$ cat src/rtl/fifo_pack_reader.sv
// fifo_pack_reader: drains a WIDTH-bit synchronous FIFO and packs RATIO words per output beat.
// Latency: 1 cycle read-to-capture; a full beat is presented 1 cycle after its last capture.
// Backpressure: out_valid/out_ready; a held beat stalls assembly at RATIO words and stops FIFO reads.
//
// Ports:
//   clk, rst                  clock, asynchronous active-high reset
//   fifo_empty, fifo_data_in  FIFO status and registered read data (valid the cycle after a pop)
//   fifo_read                 pop request, combinational from state and fifo_empty
//   flush, flush_done         close the current (possibly partial) beat / completion pulse
//   out_valid, out_ready      output beat handshake
//   out_data, out_count       packed beat (first word in the low lanes) and number of valid words
module fifo_pack_reader #(
   parameter  int WIDTH = 16,
   parameter  int RATIO = 4,
   localparam int CW    = $clog2(RATIO + 1)
) (
   input  logic                   clk,
   input  logic                   rst,
   input  logic                   fifo_empty,
   input  logic [WIDTH-1:0]       fifo_data_in,
   output logic                   fifo_read,
   input  logic                   flush,
   output logic                   flush_done,
   output logic                   out_valid,
   input  logic                   out_ready,
   output logic [WIDTH*RATIO-1:0] out_data,
   output logic [CW-1:0]          out_count
);

   localparam logic [1:0] ST_FILL       = 2'd0;
   localparam logic [1:0] ST_FLUSH_WAIT = 2'd1;
   localparam logic [1:0] ST_EMIT       = 2'd2;

   logic [1:0]             state;
   logic [CW-1:0]          asm_cnt;
   logic                   rd_pend;
   logic [WIDTH-1:0]       lanes [RATIO];
   logic [WIDTH*RATIO-1:0] lanes_flat;
   logic [CW:0]            inflight;
   logic                   asm_full;
   logic                   out_free;
   logic                   full_xfer;
   logic                   part_xfer;

   for (genvar g = 0; g < RATIO; g++) begin : g_flat
      assign lanes_flat[g*WIDTH +: WIDTH] = lanes[g];
   end

   // Words already captured plus the one still in flight; reads stop once a beat's worth is owed.
   assign inflight  = {1'b0, asm_cnt} + {{CW{1'b0}}, rd_pend};
   assign asm_full  = (asm_cnt == CW'(RATIO));
   assign out_free  = !out_valid || out_ready;
   // A full beat may leave in any state, so a flush that finds a full beat lets it go first.
   assign full_xfer = asm_full && out_free;
   assign part_xfer = (state == ST_EMIT) && out_free;
   assign fifo_read = !rst && !fifo_empty && (state == ST_FILL) && (inflight < (CW+1)'(RATIO));

   always_ff @(posedge clk or posedge rst) begin
      if (rst) begin
         state      <= ST_FILL;
         asm_cnt    <= '0;
         rd_pend    <= 1'b0;
         flush_done <= 1'b0;
         out_valid  <= 1'b0;
         out_data   <= '0;
         out_count  <= '0;
         for (int i = 0; i < RATIO; i++) lanes[i] <= '0;
      end else begin
         rd_pend    <= fifo_read;
         flush_done <= 1'b0;

         // Capture never coincides with a transfer: a full beat has no read in flight,
         // and EMIT is only entered once the in-flight word has landed.
         if (full_xfer || part_xfer) begin
            out_valid <= 1'b1;
            out_data  <= lanes_flat;
            out_count <= asm_cnt;
            asm_cnt   <= '0;
            for (int i = 0; i < RATIO; i++) lanes[i] <= '0;
         end else begin
            if (out_ready) out_valid <= 1'b0;
            if (rd_pend) begin
               for (int i = 0; i < RATIO; i++) begin
                  if (asm_cnt == CW'(i)) lanes[i] <= fifo_data_in;
               end
               asm_cnt <= asm_cnt + CW'(1);
            end
         end

         case (state)
            ST_FILL: begin
               if (flush) state <= ST_FLUSH_WAIT;
            end
            ST_FLUSH_WAIT: begin
               if (!rd_pend) begin
                  if (asm_cnt == '0) begin
                     flush_done <= 1'b1;
                     state      <= ST_FILL;
                  end else if (!asm_full) begin
                     state <= ST_EMIT;
                  end
               end
            end
            ST_EMIT: begin
               if (out_free) begin
                  flush_done <= 1'b1;
                  state      <= ST_FILL;
               end
            end
            default: state <= ST_FILL;
         endcase
      end
   end

endmodule

$ cat config.mk
export PLATFORM = sky130hd
export DESIGN_NAME = fifo_pack_reader
export DESIGN_NICKNAME = d
export VERILOG_FILES = /design/src/rtl/fifo_pack_reader.sv
export SDC_FILE = /design/constraint.sdc
export NUM_CORES = 1
export LEC_CHECK = 0
export CAP_MARGIN = 30
export CORE_ASPECT_RATIO = 0.5
export CORE_MARGIN = 2
export CORE_UTILIZATION = 50
export DETAILED_ROUTE_END_ITERATION = 16
export GPL_TIMING_DRIVEN = 0
export PLACE_DENSITY = 0.76
export SLEW_MARGIN = 20
export SYNTH_ARGS = -nofsm -noshare
export SYNTH_HDL_FRONTEND = slang
export SYNTH_SLANG_ARGS = --single-unit
$ cat constraint.sdc
create_clock -name clk -period 5.86 [get_ports clk]
set_clock_uncertainty 0.05 [all_clocks]
set_input_delay 1.172 -clock clk [delete_from_list [all_inputs] [get_ports clk]]
set_output_delay 1.172 -clock clk [all_outputs]
set_load 0.01 [all_outputs]
==> results.cfg, run 1 <==
[run_status]
outcome = complete, no violations

[grt]
grt.total_usage_pct = 21.4
gr-total-overflow = 0
antenna_found_initial = 0
grt_pass1_vias = 3854
grt_max_degree = 108
grt_pass1_wl_um = 20100

[clock_tree]
postCtsSetupBuffers = 0
cts_hold_buf = 0
cts-resized-gates = 0
clk_path_buf_depth = 2
clk-insertion-delay-late_ns = 0.41
clk_pin_slew_ns = 0.05
cts_tree = done
root_buffer = clkbuf_16
htree_num_levels = 4
clock_sinks = 139
numCtsBuffers = 17

[timing]
rsz0062_at_grt = false
tightest_slew_ns = 0.548
hold_viol = 0
relSlewSlack_pct = 63.5
max_freq_mhz = 256
fin_ws_ns = 1.96
final.setup.tns_ns = 0
fin_crit_ns = 3.90
final_max_slew_viol_count = 0
setup_viol = 0
period_share_pct = 66.6

[synthesis]
seq_area_frac_synth_pct = 59.8
synth_edf_count = 0
yosysTopAreaCell = dfrtp_1
synthCells = 478
yosys-top-cells-area = dfrtp_1 (60%), mux2_2 (13%), nand2_1 (8.5%), a21oi_2 (4.5%), a21oi_1 (2.9%)
synth_top_cells_by_count = dfrtp_1 (139), nand2_1 (132), mux2_2 (66)
synth_nets = 507
ys_seq_elements = 139
synthArstFlopShare_pct = 100
synth-main-ff-cell = dfrtp_1
syn-cell-area_um2 = 5820
syn_avg_cell_area_um2 = 12.2
yosysWarnings = 0
synth_top_cell_area_share_pct = 59.8
yosysUniqueCellTypes = 40
yosysMostFrequentCell = dfrtp_1

[die]
rows = 27
die_w_um = 157
die_area_um2 = 12600
core_area_um2 = 11100
initial_core_util_pct = 52.2
io_pins = 91
die_y_um = 80.3

[hold_path]
hold_class = reg -> reg

[routing]
wirelength_um = 12500
initialDrtViolationCount = 298
route.detailed.drc = 0
wl_per_cell_um = 16.8
drtAntennaViolNets = 0
dr.pass1.iters = 4
vias = 3874
vias_per_cell = 5.20

[place]
post-place-ws_ns = 1.97
port_buffers = 90
place_congestion = 0.780
place_inst = 714
post_dp_cell_area_um2 = 6930
hpwlAfterDp_um = 8680

[job]
drv_cap = 0

[worst_setup_path]
critical_path.max_stage_delay_ns = 0.57
critical-path-top-delay-family = buffers and inverters
cp_num_buf_inv = 2
slowest_stage = clkdlybuf4s50_1
crit_type = in -> out
crit_required_ns = 4.64
worstPathMaxFanout = 2
crit_chain = clkdlybuf4s50_1 > nor2_1 > nand3_1 > a31oi_1 > clkdlybuf4s50_1
setup.worst_path.start_class = primary input
cpMostUsedCell = clkdlybuf4s50_1
crit_arrival_ns = 2.68
critPathCaptureType = output pin

[pwr]
p_leak_nw = 3.43
power_density_nw_per_um2 = 490
ir_drop_v = 0.000242

[final_layout]
fin_area_um2 = 7540
area_delta_synth_final_pct = 29.6
fin_nets = 617
nFillCells = 814
num_antenna_cells = 0
layout-drive-gt1-share_pct = 26.5
final_cells = 745
[state kept, by name, summed over array words and instances, names as in the netlist]
name,count
asm_cnt,3
flush_done,1
lanes,64
out_count,3
out_data,64
out_valid,1
rd_pend,1
state,2
[area by class of cell]
type	instances	area (um2)	share of cell area, %
Timing Repair Buffer	91	928	12.3
Clock buffer	23	488	6.47
Multi-Input combinational cell	303	2040	27.0
Clock inverter	8	115	1.53
Inverter	8	37.5	0.498
Buffer	28	272	3.60
Tap cell	145	181	2.41
Sequential cell	139	3480	46.1
[layout by cell type (no fill, tap or decap), types with 2 or more instances in the layout]
master           synthesis  routed
dfrtp_1                139     139
nand2_1                132     132
clkdlybuf4s50_1          0      90
mux2_2                  66      66
a21oi_1                 34      34
a21oi_2                 30      30
clkbuf_16                0      17
ha_1                     8       8
inv_1                    8       7
buf_6                    6       6
buf_2                    6       6
buf_4                    5       5
buf_12                   5       5
nor2_1                   5       5
clkbuf_8                 1       5
clkinv_2                 0       5
clkbuf_2                 3       3
clkbuf_1                 1       3
and3b_1                  3       3
bufinv_16                0       3
nand3b_1                 2       2
a211oi_1                 2       2
[cells by family (layout without fill, tap and decap cells)]
kind of cell	after synthesis	count (layout)	synth area share [%]
flip-flops	139	139	59.8
AND/OR/NAND/NOR	152	152	11.1
multiplexers	67	67	12.9
AO/OA/AOI/OAI	75	75	9.06
XOR/XNOR	1	1	0.151
buffers and inverters	36	158	5.18
adder cells (fa/ha/maj)	8	8	1.72
[layer usage]
layer | track usage, % | share of wire, % | vias to the layer above
li1 | - | - | 1817
met1 | 29.4 | 47 | 1965
met2 | 33.8 | 47 | 80
met3 | 4.80 | 5.3 | 12
met4 | 7.71 | 0.93 | 0
met5 | 0 | 0 | -
[metrics by stage]
stage                     util (%)  hold slack [ns]  total power (W)
after floorplan                  -            0.429          0.00213
after global placement        61.9            0.436          0.00258
after detailed placement      62.2            0.423          0.00262
after CTS                     67.6            0.449          0.00372
after global routing          67.6            0.465          0.00387
final                         67.6            0.439          0.00370
[worst paths after layout]
kind	start	endpoint	slack (ns)	depth (start not counted)
setup / recovery	rst	fifo_read	1.96	5
hold reg to reg	out_count[2]$_DFFE_PP0P_	out_count[2]$_DFFE_PP0P_	0.44	1
hold / removal	out_count[2]$_DFFE_PP0P_	out_count[2]$_DFFE_PP0P_	0.44	1
setup reg to reg	asm_cnt[0]$_DFFE_PP0P_	out_data[27]$_DFFE_PP0P_	3.80	6
min in group asynchronous	rst	out_count[1]$_DFFE_PP0P_	1.09	2
max in group asynchronous	rst	lanes[52]$_DFFE_PP0P_	3.88	3
[report_power, final]
group	switching (W)	total [W]	internal (W)
sequential	0.000144	0.00135	0.00121
clock	0.000387	0.00110	0.000709
combinational	0.000588	0.00125	0.000659
Note: power is estimated with default switching activity, not from simulation.
==> run 2: changes to the inputs <==
- CORE_UTILIZATION: 50 -> 48
- clock period: 5.86 -> 3.25 ns (I/O delays scaled with it)
==> run 2 against run 1 <==
Effect of this change:
- sequential share of layout area down 0.31 points
- combinational power rose by 82%
- via count up 2.6%
- largest cell class unchanged
- flip-flop and latch count stayed put
==> results.cfg, run 2 (same netlist as run 1, synthesis figures left out) <==
[place]
port_buffers = 90
post-place-ws_ns = 0.424
post_dp_cell_area_um2 = 7010
hpwlAfterDp_um = 8910
place_congestion = 0.803

[worst_setup_path]
rr_startpoint = asm_cnt[0]$_DFFE_PP0P_
rr_worst_depth = 6
crit_required_ns = 2.55
crit_arrival_ns = 2.14
setup.worst_path.start_class = primary input
rrSetupSlack_ns = 1.21
crit_type = in -> out
worstPathMaxFanout = 2
r2r_end = out_data[59]$_DFFE_PP0P_
critPathCaptureType = output pin

[routing]
wirelength_um = 13000
drtAntennaViolNets = 0
vias_per_cell = 5.17
dr.pass1.iters = 6
route.detailed.drc = 0
wl_per_cell_um = 16.9
vias = 3974
initialDrtViolationCount = 223

[clock_tree]
clk_pin_slew_ns = 0.06
clk-insertion-delay-late_ns = 0.42
root_buffer = clkbuf_16
postCtsSetupBuffers = 0
clk_path_buf_depth = 2
htree_num_levels = 4
cts-resized-gates = 0
numCtsBuffers = 17
cts_tree = done
cts_hold_buf = 0
clock_sinks = 139

[grt]
gr-total-overflow = 0
grt_pass1_wl_um = 20900
grt_max_degree = 36
antenna_found_initial = 0
grt.total_usage_pct = 21.1
grt_pass1_vias = 4039

[die]
rows = 28
die_area_um2 = 13100
die_y_um = 81.8
core_area_um2 = 11800
die_w_um = 160
io_pins = 91
initial_core_util_pct = 49.3

[timing]
hold_viol = 0
max_freq_mhz = 353
rsz0062_at_grt = false
setup_viol = 0
relSlewSlack_pct = 67.4
final_max_slew_viol_count = 0
fin_ws_ns = 0.414
fin_crit_ns = 2.84
final.setup.tns_ns = 0
period_share_pct = 87.3
tightest_slew_ns = 0.488

[hold_path]
min_from = out_data[55]$_DFFE_PP0P_
whs_path_depth = 1
hold_class = reg -> reg
whs_endpoint = out_data[55]$_DFFE_PP0P_

[final_layout]
area_delta_synth_final_pct = 30.5
num_antenna_cells = 0
layout-drive-gt1-share_pct = 27.3
fin_nets = 620
fin_area_um2 = 7590
final_util_pct = 64.3
nFillCells = 913
final_common_cell = dfrtp_1
reg_top3 = lanes x64, out_data x64
mostFrequentLayoutCells = dfrtp_1 (139), nand2_1 (132), clkdlybuf4s50_1 (90), mux2_2 (66), a21oi_1 (34)

[pwr]
fin_total_pwr_w = 0.00659
ir_drop_v = 0.000495
power_density_nw_per_um2 = 869
p_leak_nw = 3.42

[job]
drv_cap = 0

[run_status]
outcome = complete, no violations
run 2: changes by cell type in the layout (fill, tap and decap cells not counted), sizes merged:
cell      before  now
clkinvlp       0    5
buf           24   27
bufinv         3    1
inv            8   10
clkinv         5    4
clkbuf        28   25
run 2: layout make-up:
cell class | instances | area, um2 | area share [%]
inverters | 8 | 33.8 | 0.445
repair buffers | 94 | 981 | 12.9
clock inverters | 12 | 114 | 1.50
clock buffers | 20 | 467 | 6.15
flip-flops and latches | 139 | 3480 | 45.8
multi-input cells | 303 | 2040 | 26.8
plain buffers | 28 | 272 | 3.58
well taps | 165 | 206 | 2.72
run 2: layer usage:
layer	wire length (um)	track usage (%)
met5	0	0
met1	5660	27.0
met4	153	6.73
met2	6410	35.6
met3	750	5.91
run 2: worst max-delay path: stages:
cell             delay, ns
clkdlybuf4s50_1       0.45
nor2_1                0.15
nand3_1               0.10
a31oi_1               0.21
clkdlybuf4s50_1       0.58
run 2: worst max path at each step:
| stage | start | end | cells after the start |
|---|---|---|---|
| 2_1_floorplan | rst | asm_cnt[0]$_DFFE_PP0P_ | 1 |
| 3_3_place_gp | rst | out_data[38]$_DFFE_PP0P_ | 2 |
| 3_5_place_dp | rst | fifo_read | 5 |
| 4_1_cts | rst | fifo_read | 5 |
| 5_1_grt | rst | fifo_read | 5 |
| 6_report | rst | fifo_read | 5 |
run 2: report_power, final:
group	internal (W)	switching, W
sequential	0.00218	0.000266
clock	0.00112	0.000762
combinational	0.00119	0.00107
total	0.00449	0.00210
run 2: metrics by stage:
| step | std cells | hold slack, ns |
|---|---|---|
| after global placement | 733 | 0.437 |
| after global routing | 769 | 0.472 |
| final | 769 | 0.452 |
| after detailed placement | 737 | 0.440 |
| after CTS | 769 | 0.456 |
| after floorplan | 478 | 0.429 |
==> run 3: changes to the inputs <==
- CAP_MARGIN: 30 -> not set
==> run 3 against run 2 <==
Effect of this change:
- flip-flop and latch count did not move
- sequential power is essentially flat
- register-to-register slack barely moved
- count of clock-buffer cells in the layout is the same
- fmax did not move
- core utilization is the same
- routed wire length stayed put
- clock power about the same
- largest cell class unchanged
==> results.cfg, run 3 (same netlist as run 1, synthesis figures left out) <==
[final_layout]
num_antenna_cells = 0
register_area_um2 = 3480
reg_top3 = lanes x64, out_data x64
fin_nets = 620
final_util_pct = 64.3
final_cells = 769
multi_input_area_um2 = 2040
mostFrequentLayoutCells = dfrtp_1 (139), nand2_1 (132), clkdlybuf4s50_1 (90), mux2_2 (66), a21oi_1 (34)
fin_area_um2 = 7590
area_delta_synth_final_pct = 30.5
final_common_cell = dfrtp_1
layout-drive-gt1-share_pct = 27.3
nFillCells = 913

[grt]
met3_usage_pct = 5.91
gr-usage-met1_pct = 27.0
grt.busiest_layer = met2
gr-total-overflow = 0
grt_pass1_wl_um = 20900
grt_pass1_vias = 4039
antenna_found_initial = 0
grt_max_degree = 36
grt.total_usage_pct = 21.1
grt_use_met2_pct = 35.6

[place]
place_congestion = 0.803
post_dp_cell_area_um2 = 7010
hpwlAfterDp_um = 8910
post-place-ws_ns = 0.424
place_inst = 737
port_buffers = 90

[worst_setup_path]
rrSetupSlack_ns = 1.21
cp_num_cells = 5
crit_start = rst
critPathCaptureType = output pin
slowest_stage = clkdlybuf4s50_1
critical_path.max_stage_delay_ns = 0.58
rr_worst_depth = 6
crit_chain = clkdlybuf4s50_1 > nor2_1 > nand3_1 > a31oi_1 > clkdlybuf4s50_1
critical-path-top-delay-family = buffers and inverters
cp_num_buf_inv = 2
crit_arrival_ns = 2.14
r2r_end = out_data[59]$_DFFE_PP0P_
worstPathMaxFanout = 2
cp-endpoint = fifo_read
rr_startpoint = asm_cnt[0]$_DFFE_PP0P_
setup.worst_path.start_class = primary input
cpMostUsedCell = clkdlybuf4s50_1
crit_type = in -> out
crit_required_ns = 2.55

[clock_tree]
clock_sinks = 139
numCtsBuffers = 17
cts_tree = done
postCtsSetupBuffers = 0
clk-insertion-delay-late_ns = 0.42
root_buffer = clkbuf_16
cts-resized-gates = 0
htree_num_levels = 4
clk_path_buf_depth = 2
cts_hold_buf = 0
clk_pin_slew_ns = 0.06

[routing]
vias_per_cell = 5.17
dr.pass1.iters = 6
wirelength_um = 13000
drtAntennaViolNets = 0
route.detailed.drc = 0
initialDrtViolationCount = 223
wl_per_cell_um = 16.9
vias = 3974

[timing]
tightest_slew_ns = 0.488
period_share_pct = 87.3
fin_ws_ns = 0.414
fin_crit_ns = 2.84
final_max_slew_viol_count = 0
hold_viol = 0
rsz0062_at_grt = false
setup_viol = 0
max_freq_mhz = 353
relSlewSlack_pct = 67.4

[pwr]
power_density_nw_per_um2 = 869
ir_drop_v = 0.000495
p_leak_nw = 3.42

[hold_path]
hold_class = reg -> reg

[die]
initial_core_util_pct = 49.3
die_y_um = 81.8
die_area_um2 = 13100
die_w_um = 160
core_area_um2 = 11800
io_pins = 91
rows = 28

[run_status]
outcome = complete, no violations

[job]
drv_cap = 0
==> run 3: cell counts in the layout (fill, tap and decap cells not counted) <==
No cell type changed its count.
==> run 3: cell type report <==
| cell class | count | area share [%] |
|---|---|---|
| plain buffers | 28 | 3.58 |
| clock buffers | 20 | 6.15 |
| clock inverters | 12 | 1.50 |
| inverters | 8 | 0.445 |
| multi-input cells | 303 | 26.8 |
| flip-flops and latches | 139 | 45.8 |
| well taps | 165 | 2.72 |
| repair buffers | 94 | 12.9 |
==> run 3: power breakdown <==
part | switching (W) | internal, W
sequential | 0.000266 | 0.00218
clock | 0.000762 | 0.00112
combinational | 0.00107 | 0.00119
==> run 3: stage by stage <==
stage | total power (W) | hold WS, ns | TNS, ns
floorplan | 0.00385 | 0.429 | 0
global route | 0.00691 | 0.472 | 0
finish | 0.00659 | 0.452 | 0
global placement | 0.00466 | 0.437 | -53.72
detailed placement | 0.00473 | 0.440 | 0
CTS | 0.00663 | 0.456 | 0
==> run 3: worst min path at each step <==
| stage | from | end | slack [ns] | depth (start not counted) |
|---|---|---|---|---|
| floorplan | lanes[58]$_DFFE_PP0P_ | out_data[10]$_DFFE_PP0P_ | 0.43 | 1 |
| global placement | lanes[43]$_DFFE_PP0P_ | out_data[27]$_DFFE_PP0P_ | 0.44 | 1 |
| detailed placement | lanes[34]$_DFFE_PP0P_ | out_data[18]$_DFFE_PP0P_ | 0.44 | 1 |
| CTS | lanes[25]$_DFFE_PP0P_ | out_data[41]$_DFFE_PP0P_ | 0.46 | 1 |
| global route | out_data[50]$_DFFE_PP0P_ | out_data[50]$_DFFE_PP0P_ | 0.47 | 1 |
| finish | out_data[55]$_DFFE_PP0P_ | out_data[55]$_DFFE_PP0P_ | 0.45 | 1 |
==> run 3: routing by layer <==
metal  vias up  routed length [um]  share of wire (%)
li1       1834                   -                  -
met1      2026                5660                 44
met2        95                6410                 49
met3        19                 750                5.8
met4         0                 153                1.2
met5         -                   0                  0
==> variant 1 (config.mk and constraints of run 2) <==
Change the parameter `WIDTH` from 16 to 32.
--- a/src/rtl/fifo_pack_reader.sv
+++ b/src/rtl/fifo_pack_reader.sv
@@ -12,3 +12,3 @@
 module fifo_pack_reader #(
-   parameter  int WIDTH = 16,
+   parameter  int WIDTH = 32,
    parameter  int RATIO = 4,
Interface: changed (resized fifo_data_in and out_data); port bits go from 91 to 171. The function was not compared with the original's and may differ.
==> variant 1 against run 2 <==
  * Via count is 85% higher
  * Critical path type unchanged
  * Sequential cell count increased by 128
  * Final cell count increased by 83%
  * Count of clock-buffer cells in the layout rose by 12
  * Cell area rose by 82%
  * Power grew 77%
  * Routed wire length rose by 110%
  * Non-clock buffer count up 115
  * Register-to-register slack lost 0.13 ns
  * Global-route usage is 1.8 points higher
  * Setup slack got worse by 0.0041 ns
  * Area after synthesis is 85% higher
==> variant 1: results (changes against run 2) <==
run status=finished, final reports clean (unchanged); switch share=31.3% (was 31.9%); DRT iter0 DRCs=409 (was 223); Avg WL per Cell=19.0 um (was 16.9 um); Mapped Cells=892 (was 478); DRT Pass-1 Iters=5 (was 6); Nets=1,141 (was 620); vias in the first global route=7,444 (was 4,039); Area contributors post-synth=dfrtp_1 (62%), nand2_1 (9.1%), mux2_2 (8.8%) (was dfrtp_1 (60%), mux2_2 (13%), nand2_1 (8.5%)); dpl cell area=0.0130 sq mm (was 0.00701 sq mm); Post-synth top cells=dfrtp_1 (267), nand2_1 (260), a21oi_1 (128) (was dfrtp_1 (139), nand2_1 (132), mux2_2 (66)); maximum vdd drop=0.374 mV (was 0.495 mV); register area=0.00668 sq mm (was 0.00348 sq mm); Comb pwr share=35.0% (was 34.4%); Relative slew margins=60.2% (was 67.4%); Seq/Total Area, Yosys=62.1% (was 59.8%); static leakage=0.00637 uW (was 0.00342 uW); first-pass GRT wire length=42,000 um (was 20,900 um); drt total wl=26,800 um (was 13,000 um); post-synthesis adder-cell area fraction=0.931% (was 1.72%); Final HPWL DP=19,200 um (was 8910 um); CTS Buf Count=23 (was 17); DP Cell Count=1,371 (was 737); H-tree depth=1 (was 4); DR vias/cell=5.22 (was 5.17); top flop regs=lanes x128, out_data x128 (was lanes x64, out_data x64); Synth Area in Compound Gates=6.78% (was 9.06%); global-route usage over all layers=22.9% (was 21.1%); share of layout cells above drive strength 1=20.5% (was 27.3%)
-- variant 1: cell count changes after synthesis, sizes merged --
cell	delta
buf	+26
nand2	+128
mux2	+64
dfrtp	+128
a21oi	+64
clkbuf	+4
-- variant 1: per-stage QoR --
| step | total power (uW) | TNS [ns] | hold WS (ns) | worst slack (ns) |
|---|---|---|---|---|
| after floorplan | 7100 | -260.45 | 0.429 | -0.975 |
| final | 11700 | 0 | 0.455 | 0.410 |
| after detailed placement | 8820 | 0 | 0.441 | 0.445 |
| after CTS | 11700 | 0 | 0.453 | 0.442 |
| after global routing | 12300 | 0 | 0.468 | 0.345 |
| after global placement | 8630 | -702.99 | 0.437 | -2.65 |
-- variant 1: worst paths after layout --
check	start	end	slack, ns	depth (start not counted)
min reg2reg	lanes[15]	out_data[111]	0.45	1
min	lanes[15]	out_data[111]	0.45	1
max in group asynchronous	rst	out_data[83]	1.50	6
max	rst	fifo_read	0.41	5
min in group asynchronous	rst	lanes[32]	0.50	2
max reg2reg	asm_cnt[0]	out_data[118]	1.08	7
-- variant 1: final cells by class --
cell class                 instances  area share (%)
buffer                            58            3.17
clock buffer                      32            4.91
clock inverter                     7           0.850
inverter                           8           0.244
multi-input combinational        559            26.1
sequential                       267            48.3
tap                              300            2.71
timing repair buffer             179            13.8
-- variant 1: cells by family after synthesis --
logic type      Yosys count
buf+inv                  66
simple gates            280
fa+ha+maj                 8
flops                   267
xor+xnor                  1
compound gates          139
mux                     131
-- variant 1: per-layer routing --
| metal | GRT usage [%] | routed length (um) | vias to the layer above |
|---|---|---|---|
| met4 | 4.93 | 399 | 0 |
| li1 | - | - | 3362 |
| met1 | 32.0 | 12200 | 3797 |
| met3 | 3.68 | 1180 | 30 |
| met5 | 0 | 0 | - |
| met2 | 38.3 | 13100 | 176 |
==> variant 2 (flow settings as in run 2) <==
Without the edit above. Make the reset (`rst`) synchronous in one clocked block. Comments in the files are not updated.
--- a/src/rtl/fifo_pack_reader.sv
+++ b/src/rtl/fifo_pack_reader.sv
@@ -57,3 +57,3 @@
 
-   always_ff @(posedge clk or posedge rst) begin
+   always_ff @(posedge clk) begin
       if (rst) begin
Formal check against the unedited RTL: differs if rst is asserted again (counterexample within 4 cycles, from zero or initial values and one cycle with rst high); with rst held inactive, the same outputs for 10 cycles.
==> variant 2 against run 2 <==
  * Area after synthesis decreased by 15%
  * Sequential cell count unchanged
  * Routed wire length decreased by 12%
  * Via count decreased by 17%
  * Non-clock buffer count decreased by 6
  * Setup slack got worse by 0.28 ns
  * Global-route usage increased by 0.53 points
  * Cell area decreased by 12%
  * Die area decreased by 14%
  * Critical path type unchanged
Power is not compared: it rests on default switching activity, and its combinational part moved more than twofold at a synthesized area within 25%.
==> variant 2: results (changes against run 2) <==
Nets=520 (was 620); WL met1=4950 um (was 5660 um); static leakage=0.00254 uW; GPL Wtd Cong=0.834 (was 0.803); pre-CTS WS=0.128 ns (was 0.424 ns); Synth cell types=32 (was 40); DR WL met3=1050 um (was 750 um); drt total wl=11,500 um (was 13,000 um); max incr delay on CP=0.58 ns (about the same); slowest cell on the critical path=clkdlybuf4s50_1 (unchanged); Most used DFF post-synth=dfxtp_1 (was dfrtp_1); root buf cell=clkbuf_16 (unchanged); DR vias/cell=5.15 (was 5.17); run status=finished, final reports clean (unchanged); DRT Pass-1 Iters=5 (was 6); Seq/Total Area, Yosys=65.8% (was 59.8%); diode count=0 (unchanged); # resized after CTS=0 (unchanged); synthesized cell area=0.00496 sq mm (was 0.00582 sq mm); Worst Hold Class=flop to flop (unchanged); DP Cell Count=612 (was 737); post-CTS setup buffers=0 (unchanged); Critical Path AT=2.42 ns (was 2.14 ns); clk_lat worst skew=0.41 ns; HP Start=lanes[0][15] (was out_data[55]); WHS=0.400 ns (was 0.452 ns); r2r setup slk=0.50 ns (was 1.21 ns); wire length on met2=5340 um (was 6410 um); Clock Path Buffers=2 (unchanged); H-tree depth=4 (unchanged); CTS clock-pin slew for the worst setup and hold paths=approximately 0.05 ns; Critical path origin=rst (unchanged); Final HPWL DP=7660 um (was 8910 um); Relative slew margins=48.6% (was 67.4%); first-pass GRT wire length=17,500 um (was 20,900 um); Post-synth top cells=dfxtp_1 (91), a22o_1 (67), and2_1 (48), edfxtp_1 (48), nand2_1 (36) (was dfrtp_1 (139), nand2_1 (132), mux2_2 (66)); Hold Vio Cnt, Final=0 (unchanged); Syn Nets=411 (was 507); top flop regs=lanes x64, out_data x64 (unchanged); top sig layer=met4 (unchanged); Mapped Cells=382 (was 478); largest net degree at the start of global routing=17 (was 36); crit-path max FO=10 (was 2); period utilization=95.9% (was 87.3%); initial antenna violation count=0 (unchanged); Post-synth EDFFs=48 (was 0); global-route usage over all layers=21.6% (was 21.1%); Ys Warns=0 (unchanged); ys async rst share=0% (was 100%); share of layout cells above drive strength 1=11.3% (was 27.3%); post-route insts no fill=643 (was 769); DRT iter0 DRCs=184 (was 223); CTS Buf Count=17 (unchanged); Area contributors post-synth=dfxtp_1 (37%), edfxtp_1 (29%), a22o_1 (12%) (was dfrtp_1 (60%), mux2_2 (13%), nand2_1 (8.5%)); MaxCap Viol Count=0 (unchanged); vias in the first global route=3,159 (was 4,039); Port Buffers=90 (unchanged); Crit Reg-Reg Startpoint=asm_cnt[0] (unchanged); maximum vdd drop=0.427 mV
[variant 2: cell types whose count changed after synthesis, sizes merged, moves of 2 or more]
cell,run 2,this run
dfrtp,139,0
nand2,132,36
dfxtp,0,91
a22o,0,67
mux2,66,1
edfxtp,0,48
and2,1,48
a21oi,65,19
and3b,4,1
a211oi,3,5
a21o,1,3
buf,23,21
nand2b,1,3
[variant 2: metal layers]
metal | global-route usage (%) | vias up
met1 | 27.9 | 1604
met2 | 34.1 | 108
met4 | 8.55 | 0
met5 | 0 | -
li1 | - | 1589
met3 | 7.84 | 10
[variant 2: kinds of logic after synthesis]
logic type / synth area share, %
xor+xnor: 0.177
mux: 0.630
compound gates: 16.7
buf+inv: 3.96
fa+ha+maj: 2.02
simple gates: 10.7
flops: 65.8
[variant 2: metrics by stage]
step,util [%],area [sq um]
floorplan,-,4960
global placement,59.7,6040
detailed placement,59.7,6040
CTS,65.9,6660
global route,65.9,6660
finish,65.9,6660
[variant 2: path summary, 6_finish.rpt]
path	end	cells past startpoint
setup / recovery	fifo_read	6
hold reg to reg	out_data[15]	1
hold / removal	out_data[15]	1
setup reg to reg	lanes[1][10]	6
[variant 2: report_power, final]
| part | leakage (uW) | internal (uW) | switching, uW | total [uW] |
|---|---|---|---|---|
| Combinational | 0.000993 | 212 | 272 | 484 |
| Clock | 0.000305 | 1330 | 688 | 2010 |
| Sequential | 0.00124 | 1950 | 61.9 | 2010 |
[variant 2: layout make-up]
type	instances	area, sq um
inverters	7	26.3
flip-flops and latches	139	3260
clock buffers	24	513
well taps	140	175
plain buffers	26	170
repair buffers	90	901
clock inverters	7	111
multi-input cells	210	1500
fillers	743	3450
[variant 2: worst max-delay path, delay by kind of cell]
| family | cells | cell delay (ns) |
|---|---|---|
| buffers and inverters | 3 | 1.41 |
| and+or+nand+nor | 2 | 0.21 |
| AOI/OAI and AO/OA | 1 | 0.15 |
